### config.mk
export PLATFORM = sky130hd
export DESIGN_NAME = jk_excitation_driver_flat
export DESIGN_NICKNAME = d
export VERILOG_FILES = /design/src/rtl/jk_pkg.sv /design/src/rtl/jk_excitation_driver_if.sv /design/src/rtl/jk_excite.sv /design/src/rtl/jk_excitation_driver.sv /design/src/flat_wrapper.sv
export SDC_FILE = /design/constraint.sdc
export NUM_CORES = 1
export LEC_CHECK = 0
export ABC_AREA = 1
export ABC_CLOCK_PERIOD_IN_PS = 1500
export BUFFER_PORTS_ARGS = -buffer_cell sky130_fd_sc_hd__buf_2
export CAP_MARGIN = 20
export CORE_MARGIN = 1
export CORE_UTILIZATION = 50
export DETAILED_ROUTE_END_ITERATION = 16
export PLACE_DENSITY = 0.76
export SETUP_SLACK_MARGIN = 0.4
export SYNTH_ARGS = -nofsm -noshare
export SYNTH_HDL_FRONTEND = slang
export SYNTH_SLANG_ARGS = --single-unit
### constraint.sdc
create_clock -name clk -period 1.5 [get_ports clk]
set_input_delay 0.225 -clock clk [delete_from_list [all_inputs] [get_ports clk]]
set_output_delay 0.225 -clock clk [all_outputs]
set_load 0.005 [all_outputs]
### src/rtl/jk_pkg.sv
// Shared encodings for the jk excitation driver.
// FSM states and {j,k} excitation codes.
package jk_pkg;

  typedef enum logic [1:0] {
    ST_IDLE  = 2'd0,
    ST_DRIVE = 2'd1,
    ST_CHECK = 2'd2
  } state_t;

  localparam logic [1:0] JK_HOLD = 2'b00;
  localparam logic [1:0] JK_SET  = 2'b10;
  localparam logic [1:0] JK_RST  = 2'b01;
  localparam logic [1:0] JK_TGL  = 2'b11;

endpackage

### src/rtl/jk_excitation_driver_if.sv
// Target-word valid/ready stream into the excitation driver.
// master = target source, slave = driver.
interface jk_excitation_driver_if #(
  parameter int WIDTH = 4
);
  logic             tgt_valid;
  logic             tgt_ready;
  logic [WIDTH-1:0] tgt_data;

  modport master (
    output tgt_valid,
    output tgt_data,
    input  tgt_ready
  );

  modport slave (
    input  tgt_valid,
    input  tgt_data,
    output tgt_ready
  );
endinterface

### src/rtl/jk_excite.sv
// Per-bit JK excitation: {j,k} that moves q to t in one edge.
// JK_TOGGLE_PREF_EN selects toggle for changing bits.
module jk_excite
  import jk_pkg::*;
(
  input  logic q,
  input  logic t,
  output logic j,
  output logic k
);

  logic [1:0] jk;

  always_comb begin
    jk = JK_HOLD;
    case ({q, t})
`ifdef JK_TOGGLE_PREF_EN
      2'b01:   jk = JK_TGL;
      2'b10:   jk = JK_TGL;
`else
      2'b01:   jk = JK_SET;
      2'b10:   jk = JK_RST;
`endif
      default: jk = JK_HOLD;
    endcase
  end

  assign {j, k} = jk;

endmodule

### src/rtl/jk_excitation_driver.sv
// Drives a jk flop bank toward each target word, then checks q.
// Build option JK_TOGGLE_PREF_EN: toggle-style excitation.
module jk_excitation_driver
  import jk_pkg::*;
#(
  parameter int WIDTH = 4,
  parameter int CNT_W = 8
) (
  input  logic                   clk,
  input  logic                   rst,
  jk_excitation_driver_if.slave  tgt,
  input  logic [WIDTH-1:0]       q_fb,
  output logic [WIDTH-1:0]       j,
  output logic [WIDTH-1:0]       k,
  output logic                   busy,
  output logic                   done,
  output logic                   mismatch,
  output logic [CNT_W-1:0]       err_count
);

  state_t           state, state_n;
  logic [WIDTH-1:0] target, target_n;
  logic [WIDTH-1:0] j_n, k_n;
  logic [WIDTH-1:0] ex_j, ex_k;
  logic             done_n, mis_n;
  logic [CNT_W-1:0] err_n;

  for (genvar i = 0; i < WIDTH; i++) begin : g_bit
    jk_excite u_ex (
      .q (q_fb[i]),
      .t (tgt.tgt_data[i]),
      .j (ex_j[i]),
      .k (ex_k[i])
    );
  end

  assign tgt.tgt_ready = (state == ST_IDLE) && !rst;
  assign busy          = (state != ST_IDLE);

  always_comb begin
    state_n  = state;
    target_n = target;
    j_n      = '0;
    k_n      = '0;
    done_n   = 1'b0;
    mis_n    = 1'b0;
    err_n    = err_count;
    unique case (state)
      ST_IDLE: begin
        if (tgt.tgt_valid) begin
          target_n = tgt.tgt_data;
          j_n      = ex_j;
          k_n      = ex_k;
          state_n  = ST_DRIVE;
        end
      end
      ST_DRIVE: state_n = ST_CHECK;
      ST_CHECK: begin
        done_n  = 1'b1;
        mis_n   = (q_fb != target);
        // saturate rather than wrap
        if (mis_n && (err_count != '1))
          err_n = err_count + CNT_W'(1);
        state_n = ST_IDLE;
      end
      default: state_n = ST_IDLE;
    endcase
  end

  always_ff @(posedge clk) begin
    if (rst) begin
      state     <= ST_IDLE;
      target    <= '0;
      j         <= '0;
      k         <= '0;
      done      <= 1'b0;
      mismatch  <= 1'b0;
      err_count <= '0;
    end else begin
      state     <= state_n;
      target    <= target_n;
      j         <= j_n;
      k         <= k_n;
      done      <= done_n;
      mismatch  <= mis_n;
      err_count <= err_n;
    end
  end

endmodule

### src/flat_wrapper.sv
// flat-port wrapper written by rule: the top's interface ports become plain ports
module jk_excitation_driver_flat import jk_pkg::*;
#(
  parameter int WIDTH = 4,
  parameter int CNT_W = 8
)
  (clk, rst, q_fb, j, k, busy, done, mismatch, err_count, tgt_tgt_valid, tgt_tgt_data, tgt_tgt_ready);
  jk_excitation_driver_if #(.WIDTH(WIDTH)) tgt_i ();
  input  logic clk;
  input  logic rst;
  input  logic [WIDTH-1:0] q_fb;
  output logic [WIDTH-1:0] j;
  output logic [WIDTH-1:0] k;
  output logic busy;
  output logic done;
  output logic mismatch;
  output logic [CNT_W-1:0] err_count;
  input wire logic [$bits(tgt_i.tgt_valid)-1:0] tgt_tgt_valid;
  input wire logic [$bits(tgt_i.tgt_data)-1:0] tgt_tgt_data;
  output wire logic [$bits(tgt_i.tgt_ready)-1:0] tgt_tgt_ready;
  assign tgt_i.tgt_valid = tgt_tgt_valid;
  assign tgt_i.tgt_data = tgt_tgt_data;
  assign tgt_tgt_ready = tgt_i.tgt_ready;
  jk_excitation_driver #(.WIDTH(WIDTH), .CNT_W(CNT_W)) u_core (.clk(clk), .rst(rst), .tgt(tgt_i), .q_fb(q_fb), .j(j), .k(k), .busy(busy), .done(done), .mismatch(mismatch), .err_count(err_count));
endmodule
Yosys cells after proc, flatten, opt, wreduce, memory -nomap -nowiden
Cells that the tools add are included.
Widths: inputs -> output; s select.
{"block": "word_totals", "regBits": 24, "inputBits": 11, "wordCells": 40}
{"block": "classes", "addsub": 1, "n_eq_ne": 13, "n_mux": 7, "bitwise_logic": 3, "n_reduce_logical": 9}
{"cell": "$pmux 2 s2", "count": 5}
{"cell": "$eq 2x1->1 const B", "count": 5}
{"cell": "$eq 2x2->1 const B", "count": 5}
{"cell": "$add 8x1->8 const B", "count": 1}
{"cell": "$ne 8x8->1 const B", "count": 1}
{"cell": "$ne 4x4->1", "count": 1}
{"cell": "$reduce_and 2->1", "count": 2}
{"cell": "$not 1->1", "count": 3}
{"cell": "$reduce_or 3->1", "count": 1}
{"cell": "$logic_and 1x1->1", "count": 2}
{"cell": "$logic_not 2->1", "count": 1}
{"cell": "$mux 2", "count": 1}
{"cell": "$ne 2x2->1 const B", "count": 1}
{"cell": "$reduce_bool 2->1", "count": 1}
{"cell": "$reduce_or 2->1", "count": 1}
{"cell": "$logic_not 1->1", "count": 1}
{"cell": "$mux 1", "count": 1}

Longest topological paths before layout
{"block": "logic_depth", "word_depth": 3, "ltp_mapped": 10, "mapped_depth_nobuf": 9}

Modules after synthesis
Synthesis repeated with hierarchy kept, for this count alone.
{"block": "unflattened", "hier_cells": 174, "area_unflattened_um2": 1173.6}
{"module": "jk_excitation_driver", "instances": 1, "cells_each": 158, "area_per_inst_um2": 1113.6}
{"module": "jk_excite", "instances": 4, "cells_each": 4, "area_per_inst_um2": 15.0}

Worst setup path before layout
OpenSTA, ideal clock, no wires.
{"block": "synth_path", "path_type": "reg-to-reg", "startpoint": "register u_core.err_count[0]", "endpoint": "register u_core.err_count[6]", "setup_ns": 0.112, "arrival_time_ns": 1.162, "t_required_ns": 1.388, "path_slack_ns": 0.227, "path_stages_with_launch": 10, "path_buffers": 1, "path_cell_list": "dfxtp_1 > ha_1 > nand3_2 > nor2_2 > nand2_1 > buf_4 > nand3_1 > nand2_1 > nand2_1 > nor2_1"}
{"block": "synth_between", "elab_chain_cells": 3}
{"element": "from (decl)", "line": "jk_excitation_driver.sv:18", "source": "output logic [CNT_W-1:0] err_count"}
{"element": "from (signal assigned)", "line": "jk_excitation_driver.sv:86", "source": "err_count <= err_n;"}
{"element": "parallel branches: the longest is 3 deep, another holds $add 8x1->8"}
Parallel ways; which one is timed is not known.
A chain may end at the register's enable or synchronous reset.

Final worst setup path
{"block": "layout_path", "startpoint": "register u_core.err_count[0]", "endpoint": "register u_core.err_count[0]"}
The elaborated chain is that of the path after synthesis.

==> flow_summary.json <==
{
  "status": "completed",
  "setup_viol": 0,
  "grt_pass1_wl_um": 4160,
  "synthCells": 149,
  "critPathRequiredTime_ns": 1.72,
  "grt_overflow": 0,
  "path_cells": "ha_4 -> nand3_4 -> nor2_4 -> nand2_4 -> nand3_4 -> nand2_2 -> nand2_2 -> nor2_1",
  "dieHeight_um": 48.7,
  "tightestPinTransition_ns": 0.286,
  "ctsHoldBuffers": 0,
  "wl_per_cell_um": 11.5,
  "cts_root_buffer": "clkbuf_4",
  "cpMaxStageDelayCell": "dfxtp_4",
  "via_per_inst": 4.91,
  "synth_seq_area_share_pct": 44.1,
  "antenna_found_initial": 0,
  "drcViolationCount": 0,
  "ir_drop_uv": 654,
  "synth-edff-count": 0,
  "maxCapViolations": 0,
  "slew-limit-headroom_pct": 80.8,
  "hpwl_um": 1650,
  "rsz0062_at_grt": "yes",
  "drt-pass1-iter-count": 4,
  "hp-start": "tgt_tgt_data[0]",
  "clkPwrFrac_pct": 36.0,
  "fin_crit_ns": 1.32,
  "async_flop_share_pct": 0,
  "placed_area_um2": 1270,
  "drt_iter0_drc": 26,
  "fmax_ghz": 0.758,
  "p_switching_mw": 0.303,
  "worst_hold_path.num_cells": 2,
  "synth.distinct_cells": 21,
  "ys_ff_latch": 24,
  "startpoint_type": "register",
  "r2r_end": "u_core.err_count[0]",
  "fin_nets": 201,
  "p_leak_nw": 0.711,
  "pin_count": 31,
  "fin_tns_setup_ns": 0,
  "insertion_delay_ns": 0.32,
  "cts_sinks": 24,
  "grt_pass1_vias": 1003,
  "critical-path-top-delay-family": "simple AND/OR/NAND/NOR gates",
  "wirelength_um": 2480,
  "r2r_slack_ns": 0.18,
  "cts_buffer_depth": 2,
  "r2r_cells": 8,
  "criticalPathCategory": "register to register",
  "synth_area_um2": 1090,
  "synth_top_flop_cell": "dfxtp_1",
  "ys_warn_count": 0,
  "area_delta_synth_final_pct": 35.9,
  "clk_pin_slew_worst_paths_ns": 0.13,
  "cp_max_fo": 6,
  "diodes": 0,
  "io_buffers": 30,
  "grt_max_degree": 15,
  "drive_above_1_share_pct": 47.3,
  "fin_skew_ns": 0.00275,
  "period_share_pct": 87.9,
  "whs_endpoint": "u_core.k[0]",
  "rows": 16,
  "place_inst": 203,
  "holdWs_ns": 0.0606,
  "gp_congestion": 0.846,
  "slew_viol_final": 0,
  "intPower_mw": 0.993,
  "power_density_nw_per_um2": 876,
  "synth_area_leaders": "dfxtp_1, nand2_1, inv_1, nor2_1, nor3_1",
  "dieArea_um2": 2370,
  "cts_max_level": 1,
  "fp.coreArea_um2": 2000,
  "cp-end-kind": "register",
  "via_count": 1055,
  "synth_top_area_share_pct": 44.1,
  "yosys.area.top_type": "dfxtp_1",
  "die_x_um": 48.7,
  "switching_share_pct": 23.4,
  "critPathArrivalTime_ns": 1.54,
  "fin_area_um2": 1480,
  "reg2reg_from": "u_core.err_count[0]",
  "p_comb_share_pct": 12.2,
  "fin_cells": 215,
  "drtAntennaViolNets": 0,
  "initial_utilization_pct": 54.4,
  "cts_buffers": 3,
  "slowest_delay_ns": 0.40,
  "p_seq_share_pct": 51.7,
  "cts_tree": "built",
  "hold_violations": 0,
  "hold_path.class": "primary input to register",
  "grt_usage_pct": 22.4,
  "path_buf_inv": 0,
  "synth_nets": 161,
  "avgSynthCellArea_um2": 7.31,
  "synth_commonest_cells": "nand2_1, dfxtp_1, inv_1",
  "yosysMostFrequentCell": "nand2_1"
}
[worst register-to-register path, cell delays in order, from the launching register on]
cell and delay [ns]:
dfxtp_4 0.40, ha_4 0.15, nand3_4 0.10, nor2_4 0.18
nand2_4 0.11, nand3_4 0.11, nand2_2 0.07, nand2_2 0.06
nor2_1 0.04
[area by class of cell]
| type | count | area (um^2) |
|---|---|---|
| repair buffers | 38 | 220 |
| flip-flops and latches | 24 | 504 |
| clock inverters | 1 | 30.0 |
| well taps | 27 | 33.8 |
| clock buffers | 3 | 22.5 |
| fillers | 165 | 523 |
| inverters | 27 | 104 |
| multi-input cells | 95 | 564 |
[registers in the layout, indices dropped and copies added, names as in the netlist]
register,cells
u_core.mismatch,1
u_core.k,4
u_core.done,1
u_core.target,4
u_core.err_count,8
u_core.j,4
u_core.state,2
[logic make-up (layout without fill, tap and decap cells)]
group           after synthesis  in the layout  synth area share (%)
simple gates                 86             87                  37.5
buf+inv                      31             69                  13.1
xor+xnor                      1              1                 0.805
flops                        24             24                  44.1
fa+ha+maj                     1              1                  1.15
compound gates                6              6                  3.33
[metrics by stage]
step                      power [mW]  utilization (%)  worst slack, ns
after floorplan                0.770                -            0.339
after global placement         0.805             63.2            0.101
after detailed placement       0.810             63.2           0.0284
after CTS                       1.29             71.1            0.260
after global routing            1.35             73.9            0.116
final                           1.30             73.9            0.181
[routing by layer]
| layer | global-route usage, % | vias up | routed length [um] |
|---|---|---|---|
| met5 | 0 | - | 0 |
| met4 | 8.82 | 0 | 61 |
| met2 | 39.8 | 37 | 1290 |
| li1 | - | 536 | - |
| met1 | 26.7 | 474 | 1030 |
| met3 | 3.46 | 8 | 99 |
[worst max-delay path by stage]
stage                             start                   to  slack (ns)  depth (start not counted)
global route        u_core.err_count[0]  u_core.err_count[0]        0.12                          8
floorplan           u_core.err_count[1]  u_core.err_count[2]        0.34                          9
finish              u_core.err_count[0]  u_core.err_count[0]        0.18                          8
global placement    u_core.err_count[0]  u_core.err_count[4]        0.10                          7
detailed placement  u_core.err_count[0]  u_core.err_count[1]        0.03                          8
CTS                     u_core.state[1]        tgt_tgt_ready        0.26                          4
[power by group through the flow]
stage | clock (mW) | sequential (mW) | combinational, mW
final | 0.467 | 0.671 | 0.158
after global routing | 0.500 | 0.673 | 0.176
after CTS | 0.476 | 0.669 | 0.141
after detailed placement | 0 | 0.685 | 0.125
after global placement | 0 | 0.684 | 0.121
after floorplan | 0 | 0.685 | 0.0846
[what timing repair did]
action / in CTS / in global routing
cloned: 1 / 0
setup buffers: 5 / 2
gates resized for setup: 20 / 15
pin swaps: 9 / 10
endpoints found under the setup margin: 14 / 23
[layout by cell type, fill, tap and decap left out, drive strengths merged]
| cell | Yosys | routed |
|---|---|---|
| nand2 | 39 | 40 |
| buf | 4 | 38 |
| inv | 27 | 27 |
| nor2 | 24 | 24 |
| dfxtp | 24 | 24 |
| nor3 | 10 | 10 |
| nand3 | 8 | 8 |
| nand4 | 5 | 5 |
| o22ai | 3 | 3 |
| clkbuf | 0 | 3 |
| o21ai | 1 | 1 |
| a21oi | 1 | 1 |
| a21boi | 1 | 1 |
| xor2 | 1 | 1 |
| ha | 1 | 1 |
| bufinv | 0 | 1 |
No activity file was read; power rests on OpenSTA's default activity.
